<file path="src/rtl/mem_req_ctrl_if.sv">
// SRAM-like data bus between the request controller (master) and the data
// memory or its bridge (slave). Only one transaction may be outstanding.
interface mem_req_ctrl_if;
    logic        data_req;
    logic        data_wr;
    logic [1:0]  data_size;
    logic [31:0] data_addr;
    logic [31:0] data_wdata;
    logic        data_addr_ok;
    logic        data_data_ok;
    logic [31:0] data_rdata;

    modport master (
        output data_req,
        output data_wr,
        output data_size,
        output data_addr,
        output data_wdata,
        input  data_addr_ok,
        input  data_data_ok,
        input  data_rdata
    );

    modport slave (
        input  data_req,
        input  data_wr,
        input  data_size,
        input  data_addr,
        input  data_wdata,
        output data_addr_ok,
        output data_data_ok,
        output data_rdata
    );
endinterface

</file>
<file path="src/rtl/mem_req_ctrl.sv">
// Data-side request controller between the execute-stage ALU and the
// memory stage. It checks alignment, issues one SRAM-like request at a time,
// extracts and extends load data, and stalls execute until the access is
// consumed. A flush with a request in flight marks it killed. The bus
// transaction still drains to data_ok, but its result is dropped.
module mem_req_ctrl (
    input  logic                  clk,
    input  logic                  reset,
    input  logic                  flush,
    input  logic                  es_valid,
    input  logic                  ex_block,
    input  logic                  mem_re,
    input  logic                  mem_we,
    input  logic [1:0]            mem_size,
    input  logic                  mem_sext,
    input  logic [31:0]           mem_addr,
    input  logic [31:0]           store_data,
    input  logic                  out_ready,
    mem_req_ctrl_if.master        bus,
    output logic                  mem_stall,
    output logic                  result_valid,
    output logic [31:0]           load_result,
    output logic                  adel,
    output logic                  ades,
    output logic [31:0]           badvaddr
);

    typedef enum logic [1:0] {
        S_IDLE = 2'd0,
        S_REQ  = 2'd1,
        S_WAIT = 2'd2,
        S_DONE = 2'd3
    } state_t;

    state_t      state_q;
    logic        kill_q;
    logic        req_q;
    logic        wr_q;
    logic [1:0]  size_q;
    logic [31:0] addr_q;
    logic [31:0] wdata_q;
    logic        sext_q;
    logic        rvalid_q;
    logic [31:0] result_q;

    logic        access_s;
    logic        misalign_s;
    logic [1:0]  size_norm_s;
    logic [31:0] wdata_d;
    logic [31:0] shifted_s;
    logic [31:0] load_ext_d;

    assign access_s    = es_valid & (mem_re | mem_we) & ~ex_block;
    assign size_norm_s = (mem_size == 2'd3) ? 2'd2 : mem_size;

    // Alignment check on the incoming access (size 3 behaves as word).
    always_comb begin
        misalign_s = 1'b0;
        case (mem_size)
            2'd0:    misalign_s = 1'b0;
            2'd1:    misalign_s = mem_addr[0];
            default: misalign_s = (mem_addr[1:0] != 2'd0);
        endcase
    end

    // Replicate store data across byte lanes so the slave can pick any lane.
    always_comb begin
        wdata_d = store_data;
        case (size_norm_s)
            2'd0:    wdata_d = {4{store_data[7:0]}};
            2'd1:    wdata_d = {2{store_data[15:0]}};
            default: wdata_d = store_data;
        endcase
    end

    assign shifted_s = bus.data_rdata >> {addr_q[1:0], 3'b000};

    // Truncate the lane-aligned read data to the latched size and extend it.
    always_comb begin
        load_ext_d = shifted_s;
        case (size_q)
            2'd0: begin
                if (sext_q) begin
                    load_ext_d = {{24{shifted_s[7]}}, shifted_s[7:0]};
                end else begin
                    load_ext_d = {24'h000000, shifted_s[7:0]};
                end
            end
            2'd1: begin
                if (sext_q) begin
                    load_ext_d = {{16{shifted_s[15]}}, shifted_s[15:0]};
                end else begin
                    load_ext_d = {16'h0000, shifted_s[15:0]};
                end
            end
            default: load_ext_d = shifted_s;
        endcase
    end

    // Request FSM with registered bus outputs and result; a kill marks a draining transaction.
    always_ff @(posedge clk or posedge reset) begin
        if (reset) begin
            state_q  <= S_IDLE;
            kill_q   <= 1'b0;
            req_q    <= 1'b0;
            wr_q     <= 1'b0;
            size_q   <= 2'd0;
            addr_q   <= 32'h0000_0000;
            wdata_q  <= 32'h0000_0000;
            sext_q   <= 1'b0;
            rvalid_q <= 1'b0;
            result_q <= 32'h0000_0000;
        end else begin
            case (state_q)
                S_IDLE: begin
                    kill_q <= 1'b0;
                    if (access_s & ~misalign_s & ~flush) begin
                        wr_q    <= mem_we;
                        size_q  <= size_norm_s;
                        addr_q  <= mem_addr;
                        wdata_q <= wdata_d;
                        sext_q  <= mem_sext;
                        req_q   <= 1'b1;
                        state_q <= S_REQ;
                    end
                end
                S_REQ: begin
                    // data_ok here cannot belong to this request and is ignored.
                    if (flush) begin
                        kill_q <= 1'b1;
                    end
                    if (bus.data_addr_ok) begin
                        req_q   <= 1'b0;
                        state_q <= S_WAIT;
                    end
                end
                S_WAIT: begin
                    if (bus.data_data_ok) begin
                        if (kill_q | flush) begin
                            kill_q  <= 1'b0;
                            state_q <= S_IDLE;
                        end else begin
                            result_q <= wr_q ? 32'h0000_0000 : load_ext_d;
                            rvalid_q <= 1'b1;
                            state_q  <= S_DONE;
                        end
                    end else if (flush) begin
                        kill_q <= 1'b1;
                    end
                end
                S_DONE: begin
                    if (flush | out_ready) begin
                        rvalid_q <= 1'b0;
                        state_q  <= S_IDLE;
                    end
                end
                default: begin
                    state_q  <= S_IDLE;
                    kill_q   <= 1'b0;
                    req_q    <= 1'b0;
                    rvalid_q <= 1'b0;
                end
            endcase
        end
    end

    assign bus.data_req   = req_q;
    assign bus.data_wr    = wr_q;
    assign bus.data_size  = size_q;
    assign bus.data_addr  = addr_q;
    assign bus.data_wdata = wdata_q;

    assign result_valid = rvalid_q;
    assign load_result  = result_q;

    // Execute is held until this access's own result is being consumed.
    assign mem_stall = access_s & ~misalign_s &
                       ~((state_q == S_DONE) & ~kill_q & out_ready);

    assign adel     = ~reset & access_s & mem_re & misalign_s;
    assign ades     = ~reset & access_s & mem_we & misalign_s;
    assign badvaddr = mem_addr;

endmodule

</file>
<file path="src/flat_wrapper.sv">
// flat-port wrapper written by rule: the top's interface ports become plain ports
module mem_req_ctrl_flat 
  (clk, reset, flush, es_valid, ex_block, mem_re, mem_we, mem_size, mem_sext, mem_addr, store_data, out_ready, mem_stall, result_valid, load_result, adel, ades, badvaddr, bus_data_req, bus_data_wr, bus_data_size, bus_data_addr, bus_data_wdata, bus_data_addr_ok, bus_data_data_ok, bus_data_rdata);
  mem_req_ctrl_if bus_i ();
  input  logic clk;
  input  logic reset;
  input  logic flush;
  input  logic es_valid;
  input  logic ex_block;
  input  logic mem_re;
  input  logic mem_we;
  input  logic [1:0] mem_size;
  input  logic mem_sext;
  input  logic [31:0] mem_addr;
  input  logic [31:0] store_data;
  input  logic out_ready;
  output logic mem_stall;
  output logic result_valid;
  output logic [31:0] load_result;
  output logic adel;
  output logic ades;
  output logic [31:0] badvaddr;
  output wire logic [$bits(bus_i.data_req)-1:0] bus_data_req;
  output wire logic [$bits(bus_i.data_wr)-1:0] bus_data_wr;
  output wire logic [$bits(bus_i.data_size)-1:0] bus_data_size;
  output wire logic [$bits(bus_i.data_addr)-1:0] bus_data_addr;
  output wire logic [$bits(bus_i.data_wdata)-1:0] bus_data_wdata;
  input wire logic [$bits(bus_i.data_addr_ok)-1:0] bus_data_addr_ok;
  input wire logic [$bits(bus_i.data_data_ok)-1:0] bus_data_data_ok;
  input wire logic [$bits(bus_i.data_rdata)-1:0] bus_data_rdata;
  assign bus_data_req = bus_i.data_req;
  assign bus_data_wr = bus_i.data_wr;
  assign bus_data_size = bus_i.data_size;
  assign bus_data_addr = bus_i.data_addr;
  assign bus_data_wdata = bus_i.data_wdata;
  assign bus_i.data_addr_ok = bus_data_addr_ok;
  assign bus_i.data_data_ok = bus_data_data_ok;
  assign bus_i.data_rdata = bus_data_rdata;
  mem_req_ctrl u_core (.clk(clk), .reset(reset), .flush(flush), .es_valid(es_valid), .ex_block(ex_block), .mem_re(mem_re), .mem_we(mem_we), .mem_size(mem_size), .mem_sext(mem_sext), .mem_addr(mem_addr), .store_data(store_data), .out_ready(out_ready), .bus(bus_i), .mem_stall(mem_stall), .result_valid(result_valid), .load_result(load_result), .adel(adel), .ades(ades), .badvaddr(badvaddr));
endmodule
</file>
<file path="config.mk">
export PLATFORM = sky130hd
export DESIGN_NAME = mem_req_ctrl_flat
export DESIGN_NICKNAME = d
export VERILOG_FILES = /design/src/rtl/mem_req_ctrl_if.sv /design/src/rtl/mem_req_ctrl.sv /design/src/flat_wrapper.sv
export SDC_FILE = /design/constraint.sdc
export NUM_CORES = 1
export LEC_CHECK = 0
export ABC_AREA = 1
export BUFFER_PORTS_ARGS = -buffer_cell sky130_fd_sc_hd__buf_2
export CORE_MARGIN = 5
export CORE_UTILIZATION = 45
export DETAILED_ROUTE_END_ITERATION = 16
export PLACE_DENSITY = 0.77
export SLEW_MARGIN = 20
export SYNTH_ARGS = -nofsm -noshare
export SYNTH_HDL_FRONTEND = slang
export SYNTH_SLANG_ARGS = --single-unit
</file>
<file path="constraint.sdc">
create_clock -name clk -period 8.4 [get_ports clk]
set_input_delay 1.26 -clock clk [delete_from_list [all_inputs] [get_ports clk]]
set_output_delay 1.26 -clock clk [all_outputs]
set_load 0.01 [all_outputs]
</file>
==> impl_metrics.csv <==
group,metric,value,unit
yosys,async_reset_ff_share,100,%
cts,cts_sinks,105,
hold_path,hold_class,"reg2reg",
yosys,ys_types,24,
cts,clk_latency,350,ps
power_and_ir_drop,power.density,330,mW/mm^2
die,fp.dieH,120,um
power_and_ir_drop,p_clk_share,19.0,%
worst_setup_path,critPathMaxFanout,36,
cts,numCtsBuffers,9,
die,dieArea,0.0144,mm^2
timing,finalCritPeriodShare,43.7,%
power_and_ir_drop,leakagePower,3.93,nW
worst_setup_path,cp_data_required_time,7140,ps
grt,grt_pass1_vias,5023,
worst_setup_path,cp-end-kind,"primary output",
place,io_buffers,244,
worst_setup_path,timing.critical_path.arrival,2410,ps
power_and_ir_drop,switching_share,40.7,%
timing,worst_clock_skew,6.84,ps
die,row_count,40,
grt,grtUsageMet1,27.2,%
final_layout,fin_area,0.00676,mm^2
worst_setup_path,start_kind,"primary input",
timing,slew_violations,0,
flow_run,cap_viol_max_count,0,
grt,gr-max-usage-layer,"met2",
power_and_ir_drop,seqPwrFrac,39.5,%
grt,grt.met3_usage,6.27,%
die,start_util,45.7,%
yosys,synth_flop_cell,"dfrtp_1",
yosys,syn_inst,711,
yosys,synth_xor_area_share,0,%
yosys,synth_compound_area_share,13.7,%
grt,grt_pass1_wl,24.9,mm
cts,max-clock-path-buffers,2,
drt,drtPass1Iterations,5,
place,dp_hpwl,11.7,mm
yosys,yosysMostFrequentCell,"nand2_1",
yosys,synth_mux_area_share,0,%
status,outcome,"completed",
timing,max_slew_margin,34.7,%
worst_setup_path,criticalPathCategory,"in2out",
final_layout,layout-drive-gt1-share,30.5,%
yosys,synth.largest_area_cell,"dfrtp_1",
drt,finalWirelength,15.6,mm
yosys,synth_area,0.00546,mm^2
cts,htree_num_levels,3,
drt,routedWlPerCell,14.9,um
grt,met2_usage,34.7,%
die,io_pins,245,
timing,period_minus_slack,3670,ps
yosys,synth-edff-count,0,
cts,clkTransAtPathRegs,70,ps
timing,hold_viol,0,
power_and_ir_drop,p_int,1.32,mW
timing,rsz0062_at_grt,"false",
cts,cts_setup_buffers,0,
final_layout,multi_input_area,0.00215,mm^2
cts,cts_resized,0,
drt,drc_errors,0,
yosys,synthAdderAreaFrac,1.14,%
power_and_ir_drop,comb_power_share,41.5,%
drt,vias,5226,
yosys,synth_common_cells,"240 x nand2_1, 105 x dfrtp_1, 65 x inv_1, 65 x o21ai_0, 44 x nand3_1",
yosys,yosys_warnings,0,
drt,avgViaCountPerCell,4.98,
yosys,avgSynthCellArea,7.68,um^2
final_layout,diodes,0,
place,gp_congestion,0.886,
drt,antenna_left,0,
yosys,synth_top_family_by_area,"simple AND/OR/NAND/NOR gates",
yosys,netlist.area_leader.share,48.1,%
yosys,yosys.area_share.simple,24.5,%
power_and_ir_drop,p_switching,0.906,mW
cts,cts_hold_buf,0,
power_and_ir_drop,ir_drop,180,uV
cts,cts-root-buf,"clkbuf_16",
grt,grt_usage,21.5,%
die,core-area,0.0120,mm^2
grt,grt_overflow,0,
drt,drtIter0Drc,357,
timing,finalSetupViolCount,0,
die,die_width,120,um
timing,worst_pin_slew,979,ps
yosys,ys_seq_area_share,48.1,%
yosys,syn_nets,825,
yosys,synth_seq_cells,105,
yosys,synth.area.top_cells,"dfrtp_1 48%, nand2_1 16%, o21ai_0 6.0%",
power_and_ir_drop,total_power,2.23,mW
final_layout,final_nets,1013,
timing,setup_tns,0,ps
grt,antenna_found_initial,2,
final_layout,seqCellArea,0.00263,mm^2
place,postPlaceCellArea,0.00646,mm^2
cts,cts_tree,"yes",
final_layout,area_delta_synth_final,23.6,%
final_layout,fillers,1151,
grt,grt_max_degree,87,
timing,fmax,273,MHz
## power groups by stage
stage | Clock [mW] | Combinational, mW | Sequential (mW)
after global routing | 0.452 | 1.04 | 0.909
after detailed placement | 0 | 0.939 | 0.879
after floorplan | 0 | 0.515 | 0.948
after CTS | 0.433 | 0.939 | 0.877
after global placement | 0 | 0.918 | 0.878
final | 0.423 | 0.925 | 0.879
## per-stage QoR
step | utilization (%) | hold slack, ps | setup WS, ps | instances
finish | 56.5 | 477 | 4730 | 1050
global route | 56.5 | 495 | 4610 | 1050
CTS | 56.5 | 485 | 4690 | 1050
detailed placement | 54.0 | 461 | 4690 | 1035
global placement | 54.0 | 459 | 4720 | 1035
floorplan | - | 491 | 3210 | 711
## critical path, stage by stage
cell and delay [ps]:
buf_2 500, nand2_1 170, nand2_2 170, nand2_1 70, nor2_1 90, buf_2 130
## cells by family after synthesis
kind of cell / after synthesis
AND/OR/NAND/NOR: 319
flip-flops: 105
buffers and inverters: 137
adder cells (fa/ha/maj): 5
AO/OA/AOI/OAI: 145
## sequential cells by signal (all words and copies together), names as in the netlist
| name | count |
|---|---|
| u_core.bus.data_addr | 32 |
| u_core.bus.data_req | 1 |
| u_core.bus.data_size | 2 |
| u_core.bus.data_wdata | 32 |
| u_core.bus.data_wr | 1 |
| u_core.kill_q | 1 |
| u_core.load_result | 32 |
| u_core.result_valid | 1 |
| u_core.sext_q | 1 |
| u_core.state_q | 2 |
## placed cells by master, fill, tap and decap left out
| cell type | instances |
|---|---|
| or2_1 | 1 |
| bufinv_16 | 1 |
| nor2_1 | 22 |
| nand3_1 | 44 |
| clkinv_2 | 2 |
| dfrtp_1 | 105 |
| a21oi_2 | 4 |
| inv_1 | 64 |
| nor2_4 | 1 |
| clkbuf_8 | 1 |
| clkinv_4 | 1 |
| o21ai_2 | 1 |
| clkbuf_16 | 9 |
| a311oi_1 | 1 |
| nand4_1 | 5 |
| nand3_4 | 3 |
| ha_1 | 5 |
| nand2_2 | 1 |
| nor2_8 | 1 |
| inv_4 | 1 |
| nor3_1 | 1 |
| a21oi_1 | 42 |
| nand2_1 | 240 |
| buf_2 | 244 |
| o21ai_0 | 65 |
| o21ai_1 | 32 |
| clkinvlp_4 | 1 |
| clkinv_1 | 1 |
| buf_4 | 4 |
## final cells by class
type / instances / share of cell area (%)
Timing Repair Buffer: 248 / 18.5
Multi-Input combinational cell: 469 / 31.8
Tap cell: 147 / 2.72
Clock buffer: 10 / 3.54
Sequential cell: 105 / 38.9
Inverter: 66 / 3.70
Clock inverter: 5 / 0.833
## final timing paths
| path | to | startpoint | cells after the start | slack [ps] |
|---|---|---|---|---|
| max in group asynchronous | u_core.bus.data_addr[24] | reset | 3 | 6240 |
| worst max-delay path | adel | mem_size[1] | 6 | 4730 |
| worst min-delay path | u_core.load_result[25] | u_core.load_result[25] | 2 | 480 |
| worst min register to register | u_core.load_result[25] | u_core.load_result[25] | 2 | 480 |
| min in group asynchronous | u_core.bus.data_addr[18] | reset | 2 | 1000 |
| worst max register to register | u_core.load_result[29] | u_core.bus.data_addr[0] | 8 | 5900 |
## routing by layer
metal  vias to the layer above  part of all wire, %
met5                         -                 0.13
met4                         4                  2.2
met3                        26                  9.9
met2                       227                   46
met1                      2368                   41
li1                       2601                    -
Note: power is estimated with default switching activity, not from simulation.
